[config.mk]
export PLATFORM = sky130hd
export DESIGN_NAME = mem_access_unit
export DESIGN_NICKNAME = d
export VERILOG_FILES = /design/src/rtl/mem_access_unit_pkg.sv /design/src/rtl/mem_access_unit_load_align_ext.sv /design/src/rtl/mem_access_unit.sv
export SDC_FILE = /design/constraint.sdc
export NUM_CORES = 1
export LEC_CHECK = 0
export BUFFER_PORTS_ARGS = -buffer_cell sky130_fd_sc_hd__buf_2
export CAP_MARGIN = 20
export CORE_ASPECT_RATIO = 1.75
export CORE_MARGIN = 3
export CORE_UTILIZATION = 49
export DETAILED_ROUTE_END_ITERATION = 16
export GPL_ROUTABILITY_DRIVEN = 0
export GPL_TIMING_DRIVEN = 0
export PLACE_DENSITY_LB_ADDON = 0.12
export RECOVER_POWER = 100
export SETUP_SLACK_MARGIN = 0.02
export SLEW_MARGIN = 20
export SYNTH_ARGS = -nofsm -noshare
export SYNTH_HDL_FRONTEND = slang
export SYNTH_SLANG_ARGS = --single-unit
[constraint.sdc]
create_clock -name CLK -period 2.2 [get_ports CLK]
set_clock_uncertainty 0.05 [all_clocks]
set_input_delay 0.22 -clock CLK [delete_from_list [all_inputs] [get_ports CLK]]
set_output_delay 0.22 -clock CLK [all_outputs]
set_load 0.03 [all_outputs]
[src/rtl/mem_access_unit_pkg.sv]
`default_nettype none
// ============================================================================
// Module      : mem_access_unit_pkg
// Description : Shared encodings for the MEM-stage load/store engine.
//               Contents: FUNCT3 load/store size codes, the FSM state
//               encodings, the latched load-control record and the
//               FUNCT3 decode helpers.
// Revision    : 1.0 - initial release
// ============================================================================
package mem_access_unit_pkg;

  // FUNCT3 access size/sign codes. Loads and stores share the size field.
  localparam logic [2:0] F3_LB  = 3'b000;
  localparam logic [2:0] F3_LH  = 3'b001;
  localparam logic [2:0] F3_LW  = 3'b010;
  localparam logic [2:0] F3_LBU = 3'b100;
  localparam logic [2:0] F3_LHU = 3'b101;
  localparam logic [2:0] F3_SB  = 3'b000;
  localparam logic [2:0] F3_SH  = 3'b001;
  localparam logic [2:0] F3_SW  = 3'b010;

  // Access FSM state encodings.
  localparam logic [1:0] ST_IDLE = 2'd0;
  localparam logic [1:0] ST_WAIT = 2'd1;
  localparam logic [1:0] ST_RESP = 2'd2;

  // Per-access information kept for the response phase.
  typedef struct packed {
    logic       is_load;
    logic [2:0] funct3;
    logic [1:0] addr_lo;
  } load_ctrl_t;

  // True for the five defined FUNCT3 encodings.
  function automatic logic funct3_listed(input logic [2:0] f3);
    case (f3)
      F3_LB, F3_LH, F3_LW, F3_LBU, F3_LHU: return 1'b1;
      default:                            return 1'b0;
    endcase
  endfunction

  // Halfwords need an even address, words a 4-byte-aligned address.
  function automatic logic funct3_misaligned(input logic [2:0] f3,
                                             input logic [1:0] addr_lo);
    case (f3)
      F3_LH, F3_LHU: return addr_lo[0];
      F3_LW:         return |addr_lo;
      default:       return 1'b0;
    endcase
  endfunction

endpackage
`default_nettype wire

[src/rtl/mem_access_unit_load_align_ext.sv]
`default_nettype none
// ============================================================================
// Module      : load_align_ext
// Description : Combinational load alignment and extension. Selects the
//               addressed byte/halfword from a 32-bit read word and sign- or
//               zero-extends it according to FUNCT3. Stateless, so it can be
//               reused behind a cache.
// Ports       : rdata   in  32  raw read word from memory
//               addr_lo in   2  byte offset within the word
//               funct3  in   3  load size/sign code
//               result  out 32  aligned, extended load value
// Revision    : 1.0 - initial release
// ============================================================================
module load_align_ext
  import mem_access_unit_pkg::*;
(
  input  logic [31:0] rdata,
  input  logic [1:0]  addr_lo,
  input  logic [2:0]  funct3,
  output logic [31:0] result
);

  logic [31:0] shifted;

  always_comb begin
    // Move the addressed lane down to bit 0; halfword offsets are even.
    shifted = rdata >> {addr_lo, 3'b000};
    case (funct3)
      F3_LB:   result = {{24{shifted[7]}}, shifted[7:0]};
      F3_LBU:  result = {24'h000000, shifted[7:0]};
      F3_LH:   result = {{16{shifted[15]}}, shifted[15:0]};
      F3_LHU:  result = {16'h0000, shifted[15:0]};
      default: result = rdata;
    endcase
  end

endmodule
`default_nettype wire

[src/rtl/mem_access_unit.sv]
`default_nettype none
// ============================================================================
// Module      : mem_access_unit
// Description : MEM-stage load/store engine. Accepts an effective address,
//               store operand and access controls, runs one access at a time
//               on a req/ack data bus, stalls the pipeline while busy, and
//               returns extended load data. Misaligned/illegal accesses and
//               bus timeouts are reported with a one-cycle FAULT pulse.
// Ports       : CLK, RESETn                clock, async active-low reset
//               VALID, MEM_READ, MEM_WRITE access request and direction
//               FUNCT3, ALU_RESULT         size/sign code, byte address
//               STORE_DATA                 store operand
//               MEM_REQ/WE/ADDR/BE/WDATA   data bus request side
//               MEM_RDATA, MEM_ACK         data bus response side
//               BUSY                       pipeline stall
//               DONE, FAULT                completion / error pulses
//               LOAD_DATA                  extended load result
// Revision    : 1.0 - initial release
// ============================================================================
module mem_access_unit
  import mem_access_unit_pkg::*;
#(
  parameter int TIMEOUT_CYCLES = 16,  // >= 1
  parameter int CNT_W          = 5    // 2**CNT_W > TIMEOUT_CYCLES
) (
  input  logic        CLK,
  input  logic        RESETn,
  input  logic        VALID,
  input  logic        MEM_READ,
  input  logic        MEM_WRITE,
  input  logic [2:0]  FUNCT3,
  input  logic [31:0] ALU_RESULT,
  input  logic [31:0] STORE_DATA,
  output logic        MEM_REQ,
  output logic        MEM_WE,
  output logic [31:0] MEM_ADDR,
  output logic [3:0]  MEM_BE,
  output logic [31:0] MEM_WDATA,
  input  logic [31:0] MEM_RDATA,
  input  logic        MEM_ACK,
  output logic        BUSY,
  output logic        DONE,
  output logic [31:0] LOAD_DATA,
  output logic        FAULT
);

  localparam logic [CNT_W-1:0] CNT_LAST = CNT_W'(TIMEOUT_CYCLES - 1);

  logic [1:0]       state;
  logic [1:0]       state_next;
  logic [CNT_W-1:0] wait_cnt;
  logic             fault_q;
  load_ctrl_t       ctrl;

  logic             access;
  logic             illegal;
  logic             legal_access;
  logic             illegal_access;
  logic             timeout;
  logic [3:0]       be_next;
  logic [31:0]      wdata_next;
  logic [31:0]      load_ext;

  // --------------------------------------------------------------------------
  // Request decode
  // --------------------------------------------------------------------------
  assign access  = VALID & (MEM_READ | MEM_WRITE);
  assign illegal = (MEM_READ & MEM_WRITE)
                 | ~funct3_listed(FUNCT3)
                 | (MEM_WRITE & FUNCT3[2])          // BU/HU have no store form
                 | funct3_misaligned(FUNCT3, ALU_RESULT[1:0]);

  assign legal_access   = access & ~illegal;
  assign illegal_access = access & illegal;
  assign timeout        = (wait_cnt == CNT_LAST);

  // Byte enables and lane-replicated store data, chosen by the size bits.
  always_comb begin
    be_next    = 4'b1111;
    wdata_next = STORE_DATA;
    case (FUNCT3[1:0])
      2'b00: begin
        be_next    = 4'b0001 << ALU_RESULT[1:0];
        wdata_next = {4{STORE_DATA[7:0]}};
      end
      2'b01: begin
        be_next    = 4'b0011 << ALU_RESULT[1:0];
        wdata_next = {2{STORE_DATA[15:0]}};
      end
      default: begin
        be_next    = 4'b1111;
        wdata_next = STORE_DATA;
      end
    endcase
  end

  load_align_ext u_load_align_ext (
    .rdata   (MEM_RDATA),
    .addr_lo (ctrl.addr_lo),
    .funct3  (ctrl.funct3),
    .result  (load_ext)
  );

  // --------------------------------------------------------------------------
  // FSM: state register
  // --------------------------------------------------------------------------
  always_ff @(posedge CLK or negedge RESETn) begin
    if (!RESETn) begin
      state <= ST_IDLE;
    end else begin
      state <= state_next;
    end
  end

  // --------------------------------------------------------------------------
  // FSM: next state
  // --------------------------------------------------------------------------
  always_comb begin
    state_next = state;
    case (state)
      ST_IDLE: if (legal_access) state_next = ST_WAIT;
      ST_WAIT: if (MEM_ACK || timeout) state_next = ST_RESP;
      ST_RESP: state_next = ST_IDLE;
      default: state_next = ST_IDLE;
    endcase
  end

  // --------------------------------------------------------------------------
  // FSM: outputs. Decoding from state lets reset drop REQ/BUSY/DONE at once.
  // --------------------------------------------------------------------------
  always_comb begin
    MEM_REQ = 1'b0;
    BUSY    = 1'b0;
    DONE    = 1'b0;
    case (state)
      ST_IDLE: BUSY = legal_access;
      ST_WAIT: begin
        MEM_REQ = 1'b1;
        BUSY    = 1'b1;
      end
      ST_RESP: DONE = 1'b1;
      default: ;
    endcase
  end

  assign FAULT = fault_q;

  // --------------------------------------------------------------------------
  // Datapath: bus request latch, timeout counter, load result, fault pulse
  // --------------------------------------------------------------------------
  always_ff @(posedge CLK or negedge RESETn) begin
    if (!RESETn) begin
      MEM_WE    <= 1'b0;
      MEM_ADDR  <= 32'h0;
      MEM_BE    <= 4'h0;
      MEM_WDATA <= 32'h0;
      LOAD_DATA <= 32'h0;
      wait_cnt  <= '0;
      fault_q   <= 1'b0;
      ctrl      <= '0;
    end else begin
      fault_q <= 1'b0;
      case (state)
        ST_IDLE: begin
          if (legal_access) begin
            MEM_WE       <= MEM_WRITE;
            MEM_ADDR     <= {ALU_RESULT[31:2], 2'b00};
            MEM_BE       <= be_next;
            MEM_WDATA    <= wdata_next;
            ctrl.is_load <= MEM_READ;
            ctrl.funct3  <= FUNCT3;
            ctrl.addr_lo <= ALU_RESULT[1:0];
            wait_cnt     <= '0;
          end else if (illegal_access) begin
            fault_q <= 1'b1;
          end
        end
        ST_WAIT: begin
          // An ack on the last allowed cycle still completes normally.
          if (MEM_ACK) begin
            if (ctrl.is_load) begin
              LOAD_DATA <= load_ext;
            end
          end else if (timeout) begin
            fault_q   <= 1'b1;
            LOAD_DATA <= 32'h0;
          end else begin
            wait_cnt <= wait_cnt + CNT_W'(1);
          end
        end
        default: ;
      endcase
    end
  end

endmodule
`default_nettype wire

# After elaboration in Yosys (flattened, before gate mapping)
# Cells that the tools add are included.
dict set report word_totals {
  in_bits 105
  out_inout_bits 105
  reg_bits 113
}
dict set report classes {
  shifts 3
  addsub 1
  bitwise 11
  mux 23
  eq_ne 16
  reduce_logical 14
}
# op count
set ops {}
lappend ops {{one-hot mux 32 bit (4 select lines)} 1}
lappend ops {{2-to-1 mux 32 bit} 3}
lappend ops {{one-hot mux 32 bit (2 select lines)} 1}
lappend ops {{>> shifter 32 x 5 -> 16 bit} 1}
lappend ops {{2-to-1 mux 5 bit} 3}
lappend ops {{equality test 3 bit (second input constant)} 4}
lappend ops {{one-hot mux 5 bit (2 select lines)} 1}
lappend ops {{!= test 2 bit (second input constant)} 4}
lappend ops {{one-hot mux 4 bit (2 select lines)} 1}
lappend ops {{2-to-1 mux 1 bit} 7}
lappend ops {{equality test 3 x 1 -> 1 bit (second input constant)} 2}
lappend ops {{logical NOT 3 bit} 2}
lappend ops {{one-hot mux 1 bit (2 select lines)} 3}
lappend ops {{adder 5 x 1 -> 5 bit (second input constant)} 1}
lappend ops {{AND 1 bit} 5}
lappend ops {{equality test 5 x 4 -> 1 bit (second input constant)} 1}
lappend ops {{OR reduction 5 bit} 1}
lappend ops {{equality test 2 x 1 -> 1 bit (second input constant)} 2}
lappend ops {{logical NOT 2 bit} 2}
lappend ops {{2-to-1 mux 2 bit} 2}
lappend ops {{bitwise OR 1 bit} 4}
lappend ops {{one-hot mux 2 bit (2 select lines)} 1}
lappend ops {{AND reduction 2 bit} 2}
lappend ops {{AND reduction 4 bit} 1}
lappend ops {{10 further kinds} 13}

# Longest topological paths before layout
# Gate-level depths: netlist of run 1.
dict set report logic_depth {
  ltp_word 11
  ltp_mapped 8
  depth_no_buf 7
}

# Hierarchy
# A second synthesis of run 1 with hierarchy kept.
dict set report hier_totals {
  hier_cells 441
  area_unflattened_um2 5407.7
}
# mod seq_area_each_um2 instances cells_per_inst area_each_um2
set modules_own_cells {}
lappend modules_own_cells {mem_access_unit 2827.7 1 330 4692.0}
lappend modules_own_cells {load_align_ext 0.0 1 111 715.7}

# Least setup slack after synthesis of run 1
# OpenSTA, ideal clock, no wires.
dict set report synth_path {
  kind {flip-flop to flip-flop}
  startpoint {register wait_cnt[0]}
  endpoint {register wait_cnt[3]}
  path_stages_with_launch 8
  setup_ns 0.123
  t_arrival_ns 1.664
  required_time_ns 2.027
  slack_ns 0.363
  synth_period_minus_slack_ns 1.837
  n_path_buf 0
  path_cell_list {dfrtp_1 ha_1 and3_1 ha_1 nor4b_1 nand4_1 xor2_1 nor2_1}
}
dict set report synth_via {
  elab_chain_cells 4
  word_cells_on_any_way 7
}
# item line_no
set synth_lines {}
lappend synth_lines {{from (decl)} mem_access_unit.sv:51} ;# logic [CNT_W-1:0] wait_cnt;
lappend synth_lines {{from (signal assigned)} mem_access_unit.sv:188} ;# wait_cnt <= wait_cnt + CNT_W'(1);
lappend synth_lines {{adder 5 x 1 -> 5 bit} mem_access_unit.sv:188}
lappend synth_lines {{2-to-1 mux 5 bit} mem_access_unit.sv:184} ;# end else if (timeout) begin
lappend synth_lines {{2-to-1 mux 5 bit} mem_access_unit.sv:180} ;# if (MEM_ACK) begin
lappend synth_lines {{one-hot mux 5 bit (2 select lines)} mem_access_unit.sv:163} ;# case (state)
# Parallel ways exist; a longest one is shown, timed or not. The select of a mux whose other input is x is not followed.
# A chain may end at the register's enable or synchronous reset.

# Final worst setup path of run 1
dict set report layout_path {
  startpoint {register state[0]}
  endpoint {output BUSY}
}
dict set report layout_via {
  elab_chain_cells 2
  word_cells_on_any_way 3
}
# item line_no
set layout_lines {}
lappend layout_lines {{from (decl)} mem_access_unit.sv:49} ;# logic [1:0] state;
lappend layout_lines {{from (signal assigned)} mem_access_unit.sv:111} ;# state <= state_next;
lappend layout_lines {{equality test 2 x 1 -> 1 bit / logical NOT 2 bit (equally long branches)} mem_access_unit.sv:135} ;# case (state)
lappend layout_lines {{one-hot mux 1 bit (2 select lines) (*)} mem_access_unit.sv:135}
lappend layout_lines {{to (decl)} mem_access_unit.sv:41} ;# output logic BUSY,
# Mark *: on every way between the ends. The rest lies on a longest branch, timed or not.

==> metrics.txt, run 1 <==
dpl ws between 0.03 and 0.04 ns; CTS tree done; CP arrival roughly 1.8 ns; Synth Flop Type dfrtp_1; Buffers & Inverters on Critical Path 2; total wire length 15.7 mm; Leak Pwr 3.40 nW; Synth Register Bits about 110; Layout area overhead 37.3%; 1st-iter DRT viols between 150 and 200; Synth top area share a little over half; Worst Hold Launch ALU_RESULT[20]; final period utilization between 90% and 100%; Root Driver clkbuf_16; Vias ~4600; Net count, final 816; share of cells above drive strength 1 between 20% and 30%; Die X-Extent approximately 85 µm; worst hold stages 2; Least-Margin Pin Slew roughly 0.9 ns; largest net degree at the start of global routing between 70 and 80; worst skew pair latency roughly 0.40 ns; routed vias/inst between 5 and 6; post-synthesis cell count roughly 450; Min-Delay Path Class in2reg; Max-Cap Viols 0; Clock transition at path regs 0.05 ns; crit path kind reg2out; r2r worst-path depth 6; Worst Setup SP state[0]; CTS buffer count 17; post-route ant nets 0; Core ar. 10400 µm²; commonest cells after routing, fill and taps aside clkbuf_1 (116), dfrtp_1 (112), buf_2 (108); DRC 0; H-tree lvl count 4; pwr/cell area around 1300 nW/µm²; setup slack after layout 0.136 ns; Register Area 2830 µm²; boundary pin count 210; pins over their slew limit 0; Port Buf Inserts about 210; Highest Clock Rate slightly below 500 MHz; Slew HR 40.2%; Crit Path Max Fanout 15; Netlist cell types slightly above 50; most common cell after layout, fill and taps aside clkbuf_1; sequential area share after synthesis roughly 53%; vias in the first global route around 5000; die height 144 µm; Mapped Area between 5000 and 6000 µm²; Reg-to-Reg End MEM_ADDR[6]; delay-heaviest family, CP simple AND/OR/NAND/NOR gates; Reg2Reg Setup Slack ~0.16 ns; clk buf depth 2; CP cell instances nor2_1, o211ai_1, or2_0, buf_6, nand2_1, clkbuf_2; Synth area leader dfrtp_1; Initial DRT Pass Iterations 4; initial antenna violation count 0; Final setup viols 0; R2R Path Start state[0]; first-pass GRT wire length 24.9 mm; Fin. Hold Viols 0; TNS Setup 0 ns; GRT Util Overall about a quarter; unrepaired setup endpoints after global routing false; Critical Path End Type output port; Post-synth EDFFs 0; Fillers about 860; grt ovf 0; synth top area cells dfrtp_1 (53%), mux2_2 (10%), o21ai_0 (6.5%), mux2i_1 (5.8%), a221o_1 (3.2%); Rows ~50; status finished, final reports clean; Hold Path Sink MEM_ADDR[20]; full die area 12200 µm²; warnings from Yosys 0; Worst IR Drop VDD just under 0.9 mV; clk sink count ~110; CP max stage cell dfrtp_2; initial core utilization between 50% and 60%; slowest cell delay on critical path ~0.45 ns; multi-input combinational cell area 2260 µm²; dpl hpwl about 12 mm; Post-synth ARST share 100%; WL per Instance 18.5 µm; Worst Path Required between 1.5 and 2 ns; final worst path period need around 2.1 ns; Worst setup SP type flop; Avg Inst Size Synth roughly 12 µm²
-- registers in the layout, summed over array words and instances, names as in the netlist --
register   count
FAULT          1
MEM_WE         1
MEM_ADDR      30
MEM_BE         4
LOAD_DATA     32
wait_cnt       5
ctrl           6
MEM_WDATA     32
state          2
-- cells by family after synthesis --
logic type,synth area share (%)
other,0.0704
adder cells (fa/ha/maj),0.469
AND/OR/NAND/NOR,8.92
flip-flops,53.1
buffers and inverters,4.01
multiplexers,19.1
AO/OA/AOI/OAI,14.1
XOR/XNOR,0.329
-- final cells by class --
class	instances	share of cell area [%]
inverters	7	0.359
repair buffers	237	16.5
well taps	127	2.17
clock buffers	22	6.48
multi-input cells	301	31.0
flip-flops and latches	113	38.7
diodes	1	0.0342
plain buffers	32	2.36
clock inverters	9	2.45
-- cell usage after synthesis (all sizes together), types with 2 or more instances --
master,count
o21ai,70
o21bai,2
clkbuf,16
mux2i,31
dfrtp,113
and2,8
o211ai,3
buf,17
inv,7
mux2,59
or3,2
ha,2
a21oi,6
a211oi,2
nand2,27
a221o,17
nor3,2
o31ai,2
nand2b,11
xor2,2
nand3,9
nor2b,3
nor2,19
a22oi,8
-- through the flow --
| step | instances | area, µm² | hold WS (ns) | total power, W | util (%) |
|---|---|---|---|---|---|
| global placement | 787 | 6520 | 0.401 | 0.00658 | 62.6 |
| finish | 849 | 7320 | 0.0132 | 0.00951 | 70.2 |
| detailed placement | 788 | 6560 | 0.0875 | 0.00669 | 62.9 |
| floorplan | 454 | 5330 | -0.126 | 0.00551 | - |
| CTS | 848 | 7510 | 0.00345 | 0.00980 | 72.0 |
| global route | 848 | 7310 | 0.00186 | 0.00997 | 70.2 |
-- worst max-delay path by stage --
stage / to / cells after the start
floorplan: wait_cnt[3] / 7
global placement: MEM_ADDR[19] / 1
detailed placement: LOAD_DATA[12] / 8
CTS: LOAD_DATA[25] / 7
global route: BUSY / 6
finish: BUSY / 6
-- routing by layer --
metal | track usage (%) | vias to the layer above | part of all wire [%]
met3 | 7.81 | 38 | 7.2
met5 | 0 | - | 0
met2 | 48.7 | 205 | 56
li1 | - | 2151 | -
met1 | 26.7 | 2226 | 34
met4 | 11.8 | 0 | 3.1
-- timing repair --
action | 4_1_cts | 5_1_grt
hold endpoints to repair | 63 | 0
buffers inserted | 1 | 0
endpoints found under the setup margin | 5 | 12
gates resized for setup | 2 | 4
pin swaps | 1 | 0
hold buffers | 29 | 0
-- report_power, final --
group          internal, W  switching (W)  total (W)
clock              0.00209       0.000941    0.00303
sequential         0.00278       0.000406    0.00319
combinational     0.000989        0.00230    0.00329
No activity file was read; power rests on OpenSTA's default activity.
==> inputs of run 2 (changes only) <==
--- a/config.mk
+++ b/config.mk
@@ -19,4 +19,5 @@
 export SLEW_MARGIN = 20
 export SYNTH_ARGS = -nofsm -noshare
 export SYNTH_HDL_FRONTEND = slang
+export SYNTH_HIERARCHICAL = 1
 export SYNTH_SLANG_ARGS = --single-unit
==> metrics.txt, run 2 <==
status finished, final reports clean; vias in the first global route 5065 (+0.70%); Max-Cap Viols 0 (unchanged); Die X-Extent 85.4 µm (+0.67%); first-pass GRT wire length 25.4 mm (+1.9%); CTS tree done; clk sink count 113 (unchanged); post-route ant nets 0 (unchanged); Crit Path Max Fanout 10 (-5); WL met2 8.71 mm (-0.81%); non-filler cells, final 840 (-1.1%); synth top area cells dfrtp_1 (52%), mux2_2 (19%), a22o_1 (5.5%), nand2_1 (3.5%), o21ai_0 (2.9%); 1st-iter DRT viols 156 (-4.9%); pwr/cell area 1340 nW/µm² (+3.4%); Highest Clock Rate 477 MHz (-1.7%); grt ovf 0 (unchanged); Finished Core Util 68.8% (-1.4 points); Port Buf Inserts 206 (unchanged); Post-synth ARST share 100% (unchanged); top sig layer met4; CTS buffer count 17 (unchanged); final worst path period need 2.10 ns (+0.0348 ns); slowest cell delay on critical path 0.41 ns (-0.04 ns); Avg Inst Size Synth 12.3 µm² (+4.2%); Netlist cell types 43 (-16%); sequential area share after synthesis 52.3% (-0.76 points); routed vias/inst 5.51 (+1.2%); Synth Register Bits 113 (unchanged); Least-Margin Pin Slew 1.37 ns (+0.476 ns); most common cell after layout, fill and taps aside clkbuf_1; Fin. Hold Viols 0 (unchanged); Worst Path Required 2.49 ns (+0.56 ns); final period utilization 95.4% (+1.6 points); WL per Instance 18.9 µm (+2.2%); Clock transition at path regs 0.06 ns (about the same); Initial DRT Pass Iterations 5 (+1); Metal-1 WL 5.21 mm (-1.8%); Vias 4626 (+0.13%); Power, Total 0.00995 W (+4.6%); total wire length 15.9 mm (+1.1%); DRC 0 (unchanged); Top cell by count, worst path ha_1; GRT Util Overall 26.3% (+0.11 points); warnings from Yosys 6 (+6); Core ar. 10800 µm² (+3.2%); Synth top area share 52.3% (-0.76 points); worst skew pair latency 0.41 ns (about the same); post-synthesis cell count 441 (-2.6%); Synth area leader dfrtp_1; Top Registers LOAD_DATA: 32 flops, MEM_WDATA: 32 flops, MEM_ADDR: 30 flops; CP max stage cell dfrtp_1; commonest cells after routing, fill and taps aside clkbuf_1 (114), dfrtp_1 (113), buf_2 (107); dpl hpwl 11.9 mm (+1.9%); Mapped Area 5410 µm² (+1.5%); Synth Flop Type dfrtp_1; Net count, final 805 (-1.3%); Worst Hold Launch ALU_RESULT[14]; diodes inserted 0 (-1); initial antenna violation count 0 (unchanged); pins over their slew limit 0 (unchanged); share of cells above drive strength 1 35.9% (+6.1 points); Leak Pwr 3.42 nW (+0.70%); count leader, synth dfrtp_1; Worst Setup SP wait_cnt[0]; Critical Path End Type flop; most instantiated cells after synthesis dfrtp_1 (113), mux2_2 (91), nand2_1 (50); Rows 50 (+2.0%); boundary pin count 210 (unchanged); full die area 12400 µm² (+1.4%); Worst IR Drop VDD 0.813 mV (-6.5%); crit path kind reg2reg; die height 145 µm (+0.69%); CP arrival 2.39 ns (+0.60 ns); Slew HR 8.53% (-32 points); Final setup viols 0 (unchanged); R2R Path Start wait_cnt[0]; Min-Delay Path Class in2reg; Met3 Wirelength 1.28 mm (+14%); Worst setup SP type flop; unrepaired setup endpoints after global routing true; Post-Place Cells 779 (-1.1%); clk buf depth 2 (unchanged); Layout area overhead 36.9%; initial core utilization 50.3% (-0.88 points); H-tree lvl count 4 (unchanged); CP cell instances ha_1, and3_1, ha_1, mux2_2, nand2_1, clkbuf_2, a22o_1; largest net degree at the start of global routing 61 (-23%); Root Driver clkbuf_16; Post-synth EDFFs 0 (unchanged)
[run 2: cell types whose count changed after synthesis, moves of 9 or more]
cell / change
a22o_1: +34
mux2_2: +43
nand2_1: +23
nor2_1: -12
a221o_1: -17
nand2b_1: -9
o21ai_0: -38
mux2i_1: -17
mux2_4: -11
[run 2: area by class of cell]
type | count | area, µm²
inverters | 8 | 30.0
clock inverters | 10 | 135
well taps | 130 | 163
plain buffers | 32 | 189
multi-input cells | 289 | 2390
flip-flops and latches | 113 | 2830
repair buffers | 237 | 1210
clock buffers | 21 | 460
fillers | 910 | 3360
[run 2: final timing paths]
check	slack, ns	to	cells after the start
worst max-delay path	0.10	LOAD_DATA[7]	7
worst min-delay path	0.02	MEM_ADDR[14]	2
worst max register to register	0.10	LOAD_DATA[7]	7
worst min register to register	0.44	LOAD_DATA[1]	1
max in group asynchronous	0.32	MEM_WDATA[17]	3
min in group asynchronous	0.61	LOAD_DATA[2]	2
[run 2: per-layer routing]
layer  vias up  track usage, %
met5         -               0
met4         0            13.5
met3        48            8.41
met2       223            48.1
met1      2235            25.5
li1       2120               -
[run 2: metrics by stage]
stage	hold slack [ns]	setup WS (ns)	setup TNS [ns]	instance area, µm²
2_1_floorplan	-0.126	0.215	0	5410
3_3_place_gp	0.401	-0.454	-57.08	6610
3_5_place_dp	0.158	-0.198	-8.60	6640
4_1_cts	0.000999	0.0385	0	7540
5_1_grt	0.00539	-0.000867	-0.000867	7400
6_report	0.0155	0.102	0	7400
[run 2: repair_timing]
item,CTS,global route
setup buffers,0,0
hold buffers,30,0
gates resized for setup,3,6
endpoints found under the hold margin,82,0
setup endpoints to repair,22,13
[run 2: power breakdown]
group | switching [W] | total, W | internal (W) | leakage [nW]
sequential | 0.000443 | 0.00327 | 0.00282 | 1.40
combinational | 0.00265 | 0.00391 | 0.00127 | 1.73
clock | 0.000942 | 0.00277 | 0.00183 | 0.293
total | 0.00403 | 0.00995 | 0.00592 | 3.42
[run 2: critical path: cells and delay by family, from the launching register on]
family / cells / cell delay, ns
AOI/OAI and AO/OA: 1 / 0.17
adders and majority gates: 2 / 0.46
buffers and inverters: 1 / 0.29
DFF: 1 / 0.41
muxes: 1 / 0.28
and+or+nand+nor: 2 / 0.37
[run 2: logic make-up (layout without fill, tap and decap cells)]
family | after synthesis | count (layout) | share of synthesized area, %
AOI/OAI and AO/OA | 101 | 101 | 13.9
xor gates and xnor gates | 2 | 2 | 0.324
adders and majority gates | 2 | 2 | 0.463
buffers and inverters | 40 | 308 | 3.93
DFF | 113 | 113 | 52.3
muxes | 109 | 109 | 22.6
other | 1 | 2 | 0.0693
and+or+nand+nor | 73 | 73 | 6.43
==> inputs of run 3 (changes only) <==
--- a/config.mk
+++ b/config.mk
@@ -7,9 +7,12 @@
 export LEC_CHECK = 0
 export BUFFER_PORTS_ARGS = -buffer_cell sky130_fd_sc_hd__buf_2
 export CAP_MARGIN = 20
+export CELL_PAD_IN_SITES_DETAIL_PLACEMENT = 2
+export CELL_PAD_IN_SITES_GLOBAL_PLACEMENT = 2
 export CORE_ASPECT_RATIO = 1.75
 export CORE_MARGIN = 3
-export CORE_UTILIZATION = 49
+export CORE_UTILIZATION = 30
+export CTS_CLUSTER_DIAMETER = 150
 export DETAILED_ROUTE_END_ITERATION = 16
 export GPL_ROUTABILITY_DRIVEN = 0
 export GPL_TIMING_DRIVEN = 0
==> metrics.txt, run 3 (synthesis gave the netlist of run 2 again) <==
largest net degree at the start of global routing 59 (-3.3%); Core ar. 17600 µm² (+64%); initial core utilization 30.7% (-20 points); worst hold slack 0.0212 ns (+0.00572 ns); Post-Place Cells 880 (+13%); r2r worst-path depth 6 (-1); Leak Pwr 3.45 nW (+0.64%); worst hold stages 2 (unchanged); Worst Hold Launch ALU_RESULT[8]; CP arrival 2.33 ns (-0.06 ns); Worst IR Drop VDD 0.493 mV (-39%); post-route ant nets 0 (unchanged); pwr/cell area 1370 nW/µm² (+2.1%); Net count, final 802 (-0.37%); Initial DRT Pass Iterations 4 (-1); Final setup viols 0 (unchanged); slowest cell delay on critical path 0.59 ns (+0.18 ns); DRC 0 (unchanged); Reg2Reg Setup Slack 0.12 ns (+0.02 ns); Root Driver clkbuf_16; Flop pwr share 31.4% (-1.4 points); Net Sw Frac 41.2% (+0.71 points); Fin. Hold Viols 0 (unchanged); commonest cells after routing, fill and taps aside dfrtp_1 (113), clkbuf_1 (113), buf_2 (107); die height 184 µm (+27%); dpl ws -0.319 ns (-0.121 ns); initial antenna violation count 0 (unchanged); Die X-Extent 107 µm (+26%); cell internal pwr 0.00613 W (+3.6%); Post-CTS Setup Inserts 0 (unchanged); Highest Clock Rate 480 MHz (+0.77%); vias in the first global route 5541 (+9.4%); share of cells above drive strength 1 36.3% (+0.38 points); R2R Path Start ctrl[0]; crit path kind reg2reg; Comb pwr share 38.7% (-0.6 points); first-pass GRT wire length 31.0 mm (+22%); worst skew pair latency 0.40 ns (about the same); CTS buffer count 17 (unchanged); Switch Pwr 0.00430 W (+6.7%); pins over their slew limit 23 (+23); full die area 19700 µm² (+59%); Worst setup SP type flop; dpl hpwl 14.8 mm (+25%); final worst path period need 2.08 ns (-0.0160 ns); Crit Path Max Fanout 10 (unchanged); Worst Path Required 2.45 ns (-0.04 ns); clk sink count 113 (unchanged); grt ovf 0 (unchanged); Hold Path Sink MEM_ADDR[8]; unrepaired setup endpoints after global routing false; CP max stage cell mux4_2; Critical Path End Type flop; non-filler cells, final 939 (+12%); H-tree lvl count 4 (unchanged); final period utilization 94.7% (-0.73 points); Top cell by count, worst path buf_6; clk buf depth 2 (unchanged); Layout area overhead 40.6%; Port Buf Inserts 206 (unchanged); status finished, violations left; Finished Core Util 43.2% (-26 points); Clk network pwr share 29.9% (+2.1 points); diodes inserted 0 (unchanged); total wire length 19.8 mm (+25%); boundary pin count 210 (unchanged); routed vias/inst 4.93 (-10%); Slew HR -0.0558% (-8.6 points); 1st-iter DRT viols 107 (-31%); Vias 4632 (+0.13%); Least-Margin Pin Slew 1.50 ns (+0.129 ns); Max-Cap Viols 1 (+1); WL per Instance 21.1 µm (+12%); Reg-to-Reg End LOAD_DATA[22]; violated checks capacitance limit, slew limit; Top Registers LOAD_DATA: 32 flops, MEM_WDATA: 32 flops, MEM_ADDR: 30 flops; GRT Util Overall 20.6% (-5.8 points); CP cell instances buf_6, mux4_2, o211ai_4, buf_6, o21ai_0, a22o_1; Clock transition at path regs 0.06 ns (about the same); Min-Delay Path Class in2reg; CTS tree done; setup slack after layout 0.118 ns (+0.0160 ns); Rows 64 (+28%)
-- run 3: stage by stage --
step                      power [W]  TNS, ns  instance area (µm²)
after detailed placement    0.00750   -17.79                 6770
final                        0.0104        0                 7600
after global placement      0.00736   -82.94                 6730
after CTS                    0.0108        0                 7710
after global routing         0.0110        0                 7600
after floorplan             0.00600        0                 5410
-- run 3: worst max-delay path: cells and delay by family (launching register included) --
kind | cells | cell delay (ns)
AO/OA/AOI/OAI | 3 | 0.66
multiplexers | 1 | 0.59
flip-flops | 1 | 0.36
buffers and inverters | 2 | 0.32
-- run 3: final cells by class --
cell class                 count  area [µm²]
timing repair buffer         234        1200
multi-input combinational    289        2400
sequential                   113        2830
tap                          231         289
buffer                        32         194
fill                        1924       10000
inverter                       8        30.0
clock buffer                  18         429
clock inverter                14         228
-- run 3: per-layer routing --
metal | wire, µm | GRT usage [%] | part of all wire (%) | vias up
li1 | - | - | - | 2116
met1 | 6730 | 20.3 | 34 | 2332
met2 | 11500 | 40.7 | 58 | 160
met3 | 1130 | 5.27 | 5.7 | 24
met4 | 482 | 6.42 | 2.4 | 0
met5 | 0 | 0 | 0 | -
-- run 3: timing repair --
| action | 4_1_cts | 5_1_grt |
|---|---|---|
| gates resized for setup | 5 | 10 |
| setup endpoints to repair | 25 | 31 |
| hold buffers | 27 | 0 |
| endpoints found under the hold margin | 81 | 0 |
-- run 3: power groups by stage --
stage	Clock (W)	Combinational (W)	Sequential, W
6_report	0.00312	0.00404	0.00327
5_1_grt	0.00330	0.00431	0.00338
4_1_cts	0.00321	0.00429	0.00326
3_5_place_dp	0	0.00422	0.00328
3_3_place_gp	0	0.00413	0.00324
2_1_floorplan	0	0.00138	0.00461
-- run 3: worst max path at each step --
stage	startpoint	end	slack [ns]	cells past startpoint
3_5_place_dp	FUNCT3[0]	MEM_BE[1]	-0.32	7
3_3_place_gp	RESETn	MEM_ADDR[16]	-0.64	1
5_1_grt	FUNCT3[0]	MEM_BE[0]	0.01	7
4_1_cts	wait_cnt[0]	LOAD_DATA[8]	0.06	7
6_report	ctrl[0]	LOAD_DATA[22]	0.12	6
2_1_floorplan	wait_cnt[0]	wait_cnt[3]	0.22	7
